[config.mk]
export PLATFORM = sky130hd
export DESIGN_NAME = seg7_capture
export DESIGN_NICKNAME = d
export VERILOG_FILES = /design/src/rtl/seg7_capture.sv
export SDC_FILE = /design/constraint.sdc
export NUM_CORES = 1
export LEC_CHECK = 0
export CELL_PAD_IN_SITES_DETAIL_PLACEMENT = 1
export CELL_PAD_IN_SITES_GLOBAL_PLACEMENT = 2
export CORE_UTILIZATION = 39
export CTS_BUF_LIST = sky130_fd_sc_hd__clkbuf_8
export CTS_CLUSTER_DIAMETER = 80
export DETAILED_ROUTE_END_ITERATION = 10
export GPL_ROUTABILITY_DRIVEN = 0
export GPL_TIMING_DRIVEN = 0
export PLACE_DENSITY_LB_ADDON = 0.1
export SETUP_SLACK_MARGIN = 0.5
export SYNTH_ARGS = -nofsm -noshare
export SYNTH_HDL_FRONTEND = slang
export SYNTH_SLANG_ARGS = --single-unit
[constraint.sdc]
create_clock -name clk -period 4.6 [get_ports clk]
set_input_delay 0.92 -clock clk [delete_from_list [all_inputs] [get_ports clk]]
set_output_delay 0.92 -clock clk [all_outputs]
set_load 0.03 [all_outputs]
[src/rtl/seg7_capture.sv]
// Recovers hex digits from a multiplexed seven-segment bus. Each digit is captured once its
// pattern has been stable long enough, and a full frame is then offered over valid/ready.
module seg7_capture #(
  parameter int unsigned NUM_DIGITS    = 4,
  parameter int unsigned STABLE_CYCLES = 4
) (
  input  logic                    clk,
  input  logic                    reset,
  input  logic [6:0]              seg,
  input  logic [NUM_DIGITS-1:0]   an,
  output logic [4*NUM_DIGITS-1:0] out_digits,
  output logic [NUM_DIGITS-1:0]   out_err,
  output logic                    out_valid,
  input  logic                    out_ready,
  output logic                    overrun
);

  localparam logic [7:0] StableMax = 8'(STABLE_CYCLES);

  typedef enum logic [1:0] {StIdle, StTrack, StHold} state_e;

  state_e                  state_q, state_d;
  logic [6:0]              samp_seg_q, prev_seg_q;
  logic [NUM_DIGITS-1:0]   samp_an_q, prev_an_q;
  logic [7:0]              cnt_q, cnt_d;
  logic [NUM_DIGITS-1:0]   mask_q, mask_d;
  logic [4*NUM_DIGITS-1:0] slot_digits_q, slot_digits_d;
  logic [NUM_DIGITS-1:0]   slot_err_q, slot_err_d;
  logic [4*NUM_DIGITS-1:0] out_digits_q, out_digits_d;
  logic [NUM_DIGITS-1:0]   out_err_q, out_err_d;
  logic                    out_valid_q, out_valid_d;
  logic                    overrun_q, overrun_d;

  logic       an_onehot;
  logic       change;
  logic       capture;
  logic       complete;
  logic [4:0] dec;

  // Returns {illegal, value}; illegal patterns decode to value 0.
  function automatic logic [4:0] decode(input logic [6:0] p);
    logic [4:0] r;
    case (p)
      7'h3F:   r = 5'h00;
      7'h06:   r = 5'h01;
      7'h5B:   r = 5'h02;
      7'h4F:   r = 5'h03;
      7'h66:   r = 5'h04;
      7'h6D:   r = 5'h05;
      7'h7D:   r = 5'h06;
      7'h07:   r = 5'h07;
      7'h7F:   r = 5'h08;
      7'h6F:   r = 5'h09;
      7'h77:   r = 5'h0A;
      7'h7C:   r = 5'h0B;
      7'h39:   r = 5'h0C;
      7'h5E:   r = 5'h0D;
      7'h79:   r = 5'h0E;
      7'h71:   r = 5'h0F;
      default: r = 5'h10;
    endcase
    return r;
  endfunction

  assign an_onehot = $onehot(samp_an_q);
  assign change    = {samp_an_q, samp_seg_q} != {prev_an_q, prev_seg_q};
  assign complete  = &mask_q;
  assign dec       = decode(samp_seg_q);

  // Capture fires on the edge where the count reaches StableMax, so a digit held from edge e
  // lands in its slot at edge e+STABLE_CYCLES.
  always_comb begin
    state_d = state_q;
    cnt_d   = cnt_q;
    capture = 1'b0;
    unique case (state_q)
      StIdle: begin
        cnt_d = 8'd0;
        if (an_onehot) begin
          state_d = StTrack;
          cnt_d   = 8'd1;
        end
      end
      StTrack: begin
        if (!an_onehot) begin
          state_d = StIdle;
          cnt_d   = 8'd0;
        end else if (change) begin
          cnt_d = 8'd1;
        end else begin
          cnt_d = (cnt_q < StableMax) ? cnt_q + 8'd1 : cnt_q;
          if (cnt_d == StableMax) begin
            capture = 1'b1;
            state_d = StHold;
          end
        end
      end
      StHold: begin
        if (!an_onehot) begin
          state_d = StIdle;
          cnt_d   = 8'd0;
        end else if (change) begin
          state_d = StTrack;
          cnt_d   = 8'd1;
        end else begin
          cnt_d = (cnt_q < StableMax) ? cnt_q + 8'd1 : cnt_q;
        end
      end
      default: begin
        state_d = StIdle;
        cnt_d   = 8'd0;
      end
    endcase
  end

  always_comb begin
    mask_d        = mask_q;
    slot_digits_d = slot_digits_q;
    slot_err_d    = slot_err_q;
    out_digits_d  = out_digits_q;
    out_err_d     = out_err_q;
    out_valid_d   = out_valid_q;
    overrun_d     = overrun_q;
    if (out_valid_q && out_ready) out_valid_d = 1'b0;
    if (complete) begin
      mask_d = '0;
      if (!out_valid_q || out_ready) begin
        out_digits_d = slot_digits_q;
        out_err_d    = slot_err_q;
        out_valid_d  = 1'b1;
      end else begin
        overrun_d = 1'b1;
      end
    end
    for (int i = 0; i < int'(NUM_DIGITS); i++) begin
      if (capture && samp_an_q[i]) begin
        slot_digits_d[4*i +: 4] = dec[3:0];
        slot_err_d[i]           = dec[4];
        mask_d[i]               = 1'b1;
      end
    end
  end

  always_ff @(posedge clk) begin
    if (reset) begin
      state_q       <= StIdle;
      samp_seg_q    <= '0;
      samp_an_q     <= '0;
      prev_seg_q    <= '0;
      prev_an_q     <= '0;
      cnt_q         <= '0;
      mask_q        <= '0;
      slot_digits_q <= '0;
      slot_err_q    <= '0;
      out_digits_q  <= '0;
      out_err_q     <= '0;
      out_valid_q   <= 1'b0;
      overrun_q     <= 1'b0;
    end else begin
      state_q       <= state_d;
      samp_seg_q    <= seg;
      samp_an_q     <= an;
      prev_seg_q    <= samp_seg_q;
      prev_an_q     <= samp_an_q;
      cnt_q         <= cnt_d;
      mask_q        <= mask_d;
      slot_digits_q <= slot_digits_d;
      slot_err_q    <= slot_err_d;
      out_digits_q  <= out_digits_d;
      out_err_q     <= out_err_d;
      out_valid_q   <= out_valid_d;
      overrun_q     <= overrun_d;
    end
  end

  assign out_digits = out_digits_q;
  assign out_err    = out_err_q;
  assign out_valid  = out_valid_q;
  assign overrun    = overrun_q;

endmodule

== Yosys cells after proc, flatten, opt, wreduce, memory -nomap -nowiden ==
Index checks and enable logic that the tools add are counted.
Word-level totals
  input port bits: 14
  register bits after elaboration: 78
  output and inout port bits: 22
  word-level logic and storage cells: 95
Operators by class
  magnitude comparators: 1
  bitwise gates (word level): 1
  equality and inequality tests: 25
  $add $sub $neg: 4
  reduce and logical (&&, ||, !) cells: 17
  muxes and demuxes: 25
Operators by type and width (count)
  $eq 7x7->1 const B: 12
  $pmux 5 s16: 1
  $mux 8: 3
  $pmux 8 s2: 1
  $eq 7x3->1 const B: 2
  $eq 7x6->1 const B: 2
  $mux 1: 12
  $mux 2: 6
  $ne 11x11->1: 1
  $reduce_and 5->1: 2
  $ne 3x3->1 const B: 3
  $add 8x1->8 const B: 1
  $eq 8x3->1 const B: 1
  $lt 8x3->1 const B: 1
  $reduce_and 4->1: 2
  $reduce_bool 2->1: 4
  $pmux 2 s3: 1
  $logic_and 1x1->1: 5
  $add 1x1->2: 2
  $mux 4: 1
  $add 2x2->3: 1
  $eq 3x1->1 const B: 1
  $eq 2x1->1 const B: 1
  $eq 2x2->1 const B: 1
  other kinds (6): 6

== Depth between registers and ports, before layout ==
  depth after elaboration: 9
  gate-level depth with buffers: 11
  gate-level depth less buffers: 11

== Least setup slack after synthesis ==
Ideal clock, no wire load.
  path type: flip-flop to flip-flop
  from: register samp_an_q[0]
  to: register slot_digits_q[13]
  stages on the path, launching flop included: 12
  library setup time: 0.128 ns
  data arrival time: 2.515 ns
  path slack: 1.957 ns
  buffers on the path: 0
  cell sequence: dfxtp_1 -> inv_1 -> fa_1 -> inv_1 -> ha_1 -> ha_1 -> nor3b_1 -> o2111ai_1 -> nor4_4 -> nand3_1 -> mux2i_1 -> nor2_1
On the way
  longest elaborated chain between the ends: 6
RTL lines
  start: declaration: RTL line 24  | logic [NUM_DIGITS-1:0] samp_an_q, prev_an_q;
  start signal: assignment: RTL line 162  | samp_an_q <= an;
  $add 1x1->2 (not written as such): RTL line 65  | assign an_onehot = $onehot(samp_an_q);
  $add 2x2->3 (not written as such): RTL line 65
  $eq 3x1->1: RTL line 65
  $mux 1 (*): RTL line 85  | if (!an_onehot) begin
  $mux 1 (*): RTL line 76  | unique case (state_q)
  $logic_and 1x1->1 (*): RTL line 136  | if (capture && samp_an_q[i]) begin
  end signal: assignment: RTL line 167  | slot_digits_q <= slot_digits_d;
  end: declaration: RTL line 27  | logic [4*NUM_DIGITS-1:0] slot_digits_q, slot_digits_d;
Every way passes the cells marked *; elsewhere a longest branch is shown, timed or not.
A chain may end at the register's enable or synchronous reset.

== Final worst setup path ==
Ends and elaborated chain as after synthesis.

==> flow_summary.yaml <==
min_path:
  hold_class: "reg2reg"
cts:
  cts_buffer_depth: 2
  cts_setup_buffers: 0
  ctsResizeCount: 0
  cts-root-buf: "clkbuf_8"
  cts.sinks: 78
  cts_tree: "done"
  numCtsBuffers: 9
  cts_max_level: 3
  clock_latency_ps: 360
  clkSlewWorstSetupHoldPaths_ps: 90
  hold_buffers: 0
setup_path:
  crit_type: "reg2reg"
  path_cells: "inv_1 > fa_1 > inv_1 > ha_1 > ha_1 > nor3b_1 > o2111ai_1 > nor4_4 > nand3_1 > mux2i_1 > nor2_1"
  cp-start-kind: "flop"
  crit_path_max_fanout: 5
  cp_data_arrival_time_ps: 3350
  endpoint_kind: "flop"
  crit_slowest_cell: "fa_1"
  cp.required_ps: 4840
  cpPeakStageDelay_ps: 540
  path_delay_family: "adder cells"
  worstPathBufferInverterCount: 2
synthesis:
  syn_inst: 366
  ys_types: 43
  synth_area_leaders: "dfxtp_1 (47%), mux2i_1 (6.4%), nand2_1 (6.1%), nor2b_1 (4.5%), a21oi_1 (4.2%)"
  ys_seq_area_frac: 0.473
  yosysWarningCount: 0
  avgSynthCellArea_sq_um: 9.02
  netlist_area_sq_mm: 0.00330
  synth_top_area_share: 0.473
  ys_ff_latch: 78
  synth_top_area_cell: "dfxtp_1"
  synthesis.nets: 388
die:
  initial_core_util: 0.402
  die_h_um: 94.0
  row_count: 33
  fp.dieW_um: 94.0
  coreArea_sq_mm: 0.00822
  pin_count: 36
  dieArea_sq_mm: 0.00884
global_routing:
  antenna_found_initial: 0
  grt_pass1_vias: 2627
  grt_max_degree: 15
  grt_pass1_wl_um: 12800
  grt_overflow_total: 0
  grt_usage: 0.190
drt:
  drc_errors: 0
  wl_um: 7620
  vias_per_cell: 5.00
  drt_iter0_drc: 48
  vias: 2612
  first_pass_iters: 6
  final_antenna_net_count: 0
  routedWlPerCell_um: 14.6
layout:
  multi_input_area_sq_mm: 0.00162
  final_nets: 434
  fillerInstances: 972
  num_antenna_cells: 0
  drive_gt1_frac: 0.0767
  ff_latch_area_sq_mm: 0.00156
  stdcell_count: 522
  syn_to_final_growth_pct: 21.9
sta:
  worstMarginPinSlew_ps: 527
  slew_headroom: 0.649
  drv_slew: 0
  post-route-period-util: 0.677
  tns_ps: 0
  max_freq_mhz: 321
  finalSetupViolCount: 0
  rsz0062_at_grt: "no"
  finClkSkew_ps: 12.5
  hold_viol_final: 0
  finalCriticalPeriod_ps: 3110
flow_run:
  drv_cap: 0
power:
  peakVddDrop_mv: 0.142
  cellPowerDensity_mw_per_mm2: 355
  p_leak_nw: 1.54
run_status:
  status: "finished clean"
placed_design:
  hpwl_um: 5560
  port-buffer-count: 35
  placed_cells: 506
==> cell families after synthesis <==
| logic type | count (synthesis) | share of synthesized area |
|---|---|---|
| and+or+nand+nor | 166 | 0.267 |
| DFF | 78 | 0.473 |
| AOI/OAI and AO/OA | 53 | 0.0948 |
| buffers and inverters | 28 | 0.0371 |
| muxes | 21 | 0.0637 |
| xor gates and xnor gates | 12 | 0.0318 |
| adders and majority gates | 8 | 0.0326 |
==> final cells by class <==
cell class                      instances  share of cell area
Multi-Input combinational cell        260               0.402
Clock buffer                           11              0.0376
Inverter                                9             0.00840
Buffer                                 19              0.0221
Sequential cell                        78               0.388
Timing Repair Buffer                   35              0.0871
Tap cell                              105              0.0327
Clock inverter                          5              0.0221
==> synth_stat cells, drive strengths merged <==
master	number
a211oi	1
a21boi	2
a21o	1
a21oi	28
a2bb2oi	1
a31oi	3
and2	8
and3	4
buf	4
clkbuf	15
dfxtp	78
fa	1
ha	7
inv	9
mux2i	21
nand2	59
nand2b	18
nand3	9
nand3b	1
nand4	4
nor2	20
nor2b	24
nor3	4
nor3b	5
nor4	3
nor4bb	1
o2111ai	3
o211ai	1
o21ai	7
o22ai	3
o2bb2ai	1
o32a	1
o32ai	1
or2	2
or3	2
or3b	2
xnor2	12
==> stage by stage <==
| stage | worst slack [ps] | utilization | hold slack (ps) | cell area, sq um | total power [mW] |
|---|---|---|---|---|---|
| 2_1_floorplan | 1960 | - | 432 | 3300 | 0.792 |
| 3_3_place_gp | 1550 | 0.460 | 442 | 3780 | 0.827 |
| 3_5_place_dp | 1500 | 0.460 | 447 | 3780 | 0.829 |
| 4_1_cts | 1460 | 0.490 | 459 | 4020 | 1.45 |
| 5_1_grt | 1230 | 0.490 | 479 | 4020 | 1.49 |
| 6_report | 1490 | 0.490 | 457 | 4020 | 1.43 |
==> placed cells by master (no fill, tap or decap), types with 2 or more instances in the layout <==
cell type | synthesis | final
buf_2 | 2 | 2
clkbuf_8 | 0 | 11
inv_1 | 9 | 9
o22ai_1 | 3 | 3
nor2_1 | 20 | 20
and3_1 | 4 | 4
o21ai_0 | 7 | 7
dfxtp_1 | 78 | 78
nor3b_1 | 5 | 5
a21oi_1 | 28 | 28
nand3_1 | 9 | 9
or3b_2 | 2 | 2
and2_1 | 7 | 7
clkbuf_1 | 15 | 15
o2111ai_1 | 3 | 3
a31oi_1 | 3 | 3
clkdlybuf4s50_1 | 0 | 35
nor3_1 | 4 | 4
nand2_2 | 5 | 5
xnor2_1 | 12 | 12
or3_1 | 2 | 2
mux2i_1 | 21 | 21
nand2b_1 | 18 | 18
nand2_1 | 54 | 54
or2_4 | 2 | 2
nor2b_1 | 24 | 24
nand4_1 | 4 | 4
ha_1 | 7 | 7
buf_6 | 2 | 2
bufinv_16 | 0 | 2
==> worst register-to-register path: stages, from the launching register on <==
cell and delay (ps):
dfxtp_1 450, inv_1 120, fa_1 540, inv_1 40
ha_1 160, ha_1 290, nor3b_1 370, o2111ai_1 240
nor4_4 330, nand3_1 220, mux2i_1 190, nor2_1 50
==> routing by layer <==
layer | GRT usage | share of wire | vias up
met3 | 0.0437 | 0.027 | 6
met1 | 0.247 | 0.49 | 1247
met5 | 0 | 0 | -
li1 | - | - | 1322
met2 | 0.305 | 0.47 | 37
met4 | 0.0731 | 0.011 | 0
==> sequential cells by signal, indices dropped and copies added, names as in the netlist <==
signal	count
out_err	4
samp_seg_q	7
prev_seg_q	7
mask_q	4
state_q	2
out_digits	16
samp_an_q	4
overrun	1
out_valid	1
cnt_q	8
slot_digits_q	16
prev_an_q	4
slot_err_q	4
==> where the power goes <==
group / switching, mW / internal (mW)
combinational: 0.0618 / 0.0506
clock: 0.273 / 0.342
sequential: 0.0125 / 0.687
total: 0.347 / 1.08
==> worst paths after layout <==
kind	cells past startpoint	startpoint	slack, ps	to
setup / recovery	11	samp_an_q[0]	1490	slot_digits_q[13]
hold / removal	2	slot_digits_q[5]	460	out_digits[5]
setup reg to reg	11	samp_an_q[0]	1490	slot_digits_q[13]
hold reg to reg	2	slot_digits_q[5]	460	out_digits[5]
Note: power is estimated with default switching activity, not from simulation.
==> RTL change, RTL diff (config.mk and constraints unchanged) <==
Re-encode `state_e` (3 states) as one-hot, 3 bits wide.
--- a/src/rtl/seg7_capture.sv
+++ b/src/rtl/seg7_capture.sv
@@ -18,5 +18,5 @@
   localparam logic [7:0] StableMax = 8'(STABLE_CYCLES);
 
-  typedef enum logic [1:0] {StIdle, StTrack, StHold} state_e;
+  typedef enum logic [2:0] {StIdle = 3'b001, StTrack = 3'b010, StHold = 3'b100} state_e;
 
   state_e                  state_q, state_d;
Check against the original RTL: no difference found for any inputs over 10 cycles, from zero or initial values and one cycle with reset high; not proved beyond that.
==> RTL change against the unedited design <==
  * Sequential cell count rose by 1
  * Synthesized cell count shrank 3.6%
  * Via count is 1.5% lower
  * Area after synthesis up 0.19%
  * Total power shrank 1.2%
  * Clock power fell by 0.8%
  * Non-clock buffer count is 2 higher
  * Routed wire length down 4.0%
  * Cell area shrank 0.28%
  * Sequential power rose by 1%
  * Setup slack lost 27 ps
  * Critical endpoint is now slot_digits_q[4]
  * Highest routed layer unchanged
==> RTL change: results (changes against the unedited design) <==
| Metric | Value |
|---|---|
| Outcome | `complete, no violations` |
| Top post-synthesis cells by count | `dfxtp_1, nand2_1, a21oi_1, nand2b_1, nor2b_1` |
| # port buffers | `34 (-2.9%)` |
| Clock power frac | `43.2% (about the same)` |
| Syn Inst Count | `353 (-3.6%)` |
| All-layer global routing usage | `18.5% (-0.53 points)` |
| Syn_nets | `371 (-4.4%)` |
| WP data arrival | `3340 ps (about the same)` |
| Met2 wire length | `3540 um (-1.3%)` |
| CP max stage cell | `or4b_4` |
| Drt pass-1 iters | `4 (-2)` |
| FILL cells | `949 (-2.4%)` |
| First-pass GRT wire length | `12500 um (-1.8%)` |
| Final Skew | `10.2 ps (-2.32 ps)` |
| Slew headroom | `58.5% (-6.4 points)` |
| Met1 GRT Util | `22.4% (-2.2 points)` |
| Dpl cell area | `0.00378 mm^2 (about the same)` |
| HPWL Detailed | `5350 um (-3.7%)` |
| Max IR drop VDD | `0.000164 V (+15%)` |
| Critical Path Max Stage Delay | `570 ps (+30 ps)` |
| Pint | `1.11 mW (+2.5%)` |
| Place WS | `1440 ps (-60.9 ps)` |
| Total setup buffers inserted after CTS | `0 (unchanged)` |
| Synth top area cells | `dfxtp_1, nand2_1, mux2i_1` |
| Avg WL per Cell | `14.5 um (-0.93%)` |
| Fin cells | `506 (-3.1%)` |
| Synth cell types | `46 (+7.0%)` |
| DP Cell Count | `492 (-2.8%)` |
| Clock Path Buffers | `2 (unchanged)` |
| Comb pwr share | `6.5% (-1.4 points)` |
| Final nets | `416 (-4.1%)` |
| Met3 Track Usage GR | `3.16% (-1.2 points)` |
| CTS buffer count | `9 (unchanged)` |
| Vias per cell | `5.08 (+1.6%)` |
| Max-slew violation count | `0 (unchanged)` |
| DRT iter0 DRCs | `54 (+13%)` |
| Met2 usage | `31.6% (+1.2 points)` |
| Clock group power | `0.610 mW (-0.8%)` |
| Share of layout cells above drive strength 1 | `9.23% (+1.6 points)` |
| Static leakage | `1.48 nW (-4.0%)` |
| Routed length on met1 | `3440 um (-8.0%)` |
| Crit-path leading delay family | `adder cells` |
| Met3 wire len | `189 um (-9.6%)` |
| Post-synthesis sequential area ratio | `47.8% (+0.52 points)` |
| Pin count of the biggest net entering global routing | `13 (-2)` |
| Worst-path fanout max | `10 (+5)` |
## RTL change: final cells by class
cell class	instances	area [um^2]	area share (%)
Multi-Input combinational cell	246	1600	40.0
Buffer	22	100	2.50
Sequential cell	79	1580	39.4
Timing Repair Buffer	34	340	8.48
Inverter	6	22.5	0.561
Clock inverter	4	95.1	2.37
Tap cell	105	131	3.28
Clock buffer	10	138	3.43
## RTL change: final timing paths
| check | endpoint | start | slack (ps) | cells past startpoint |
|---|---|---|---|---|
| min | out_digits[13] | slot_digits_q[13] | 450 | 2 |
| min reg2reg | out_digits[13] | slot_digits_q[13] | 450 | 2 |
| max | slot_digits_q[4] | samp_an_q[0] | 1460 | 10 |
| max reg2reg | slot_digits_q[4] | samp_an_q[0] | 1460 | 10 |
## RTL change: cells by family after synthesis
logic type	synth area share, %
simple gates	28.4
xor+xnor	3.18
buf+inv	3.71
fa+ha+maj	1.74
mux	5.15
compound gates	10.0
flops	47.8
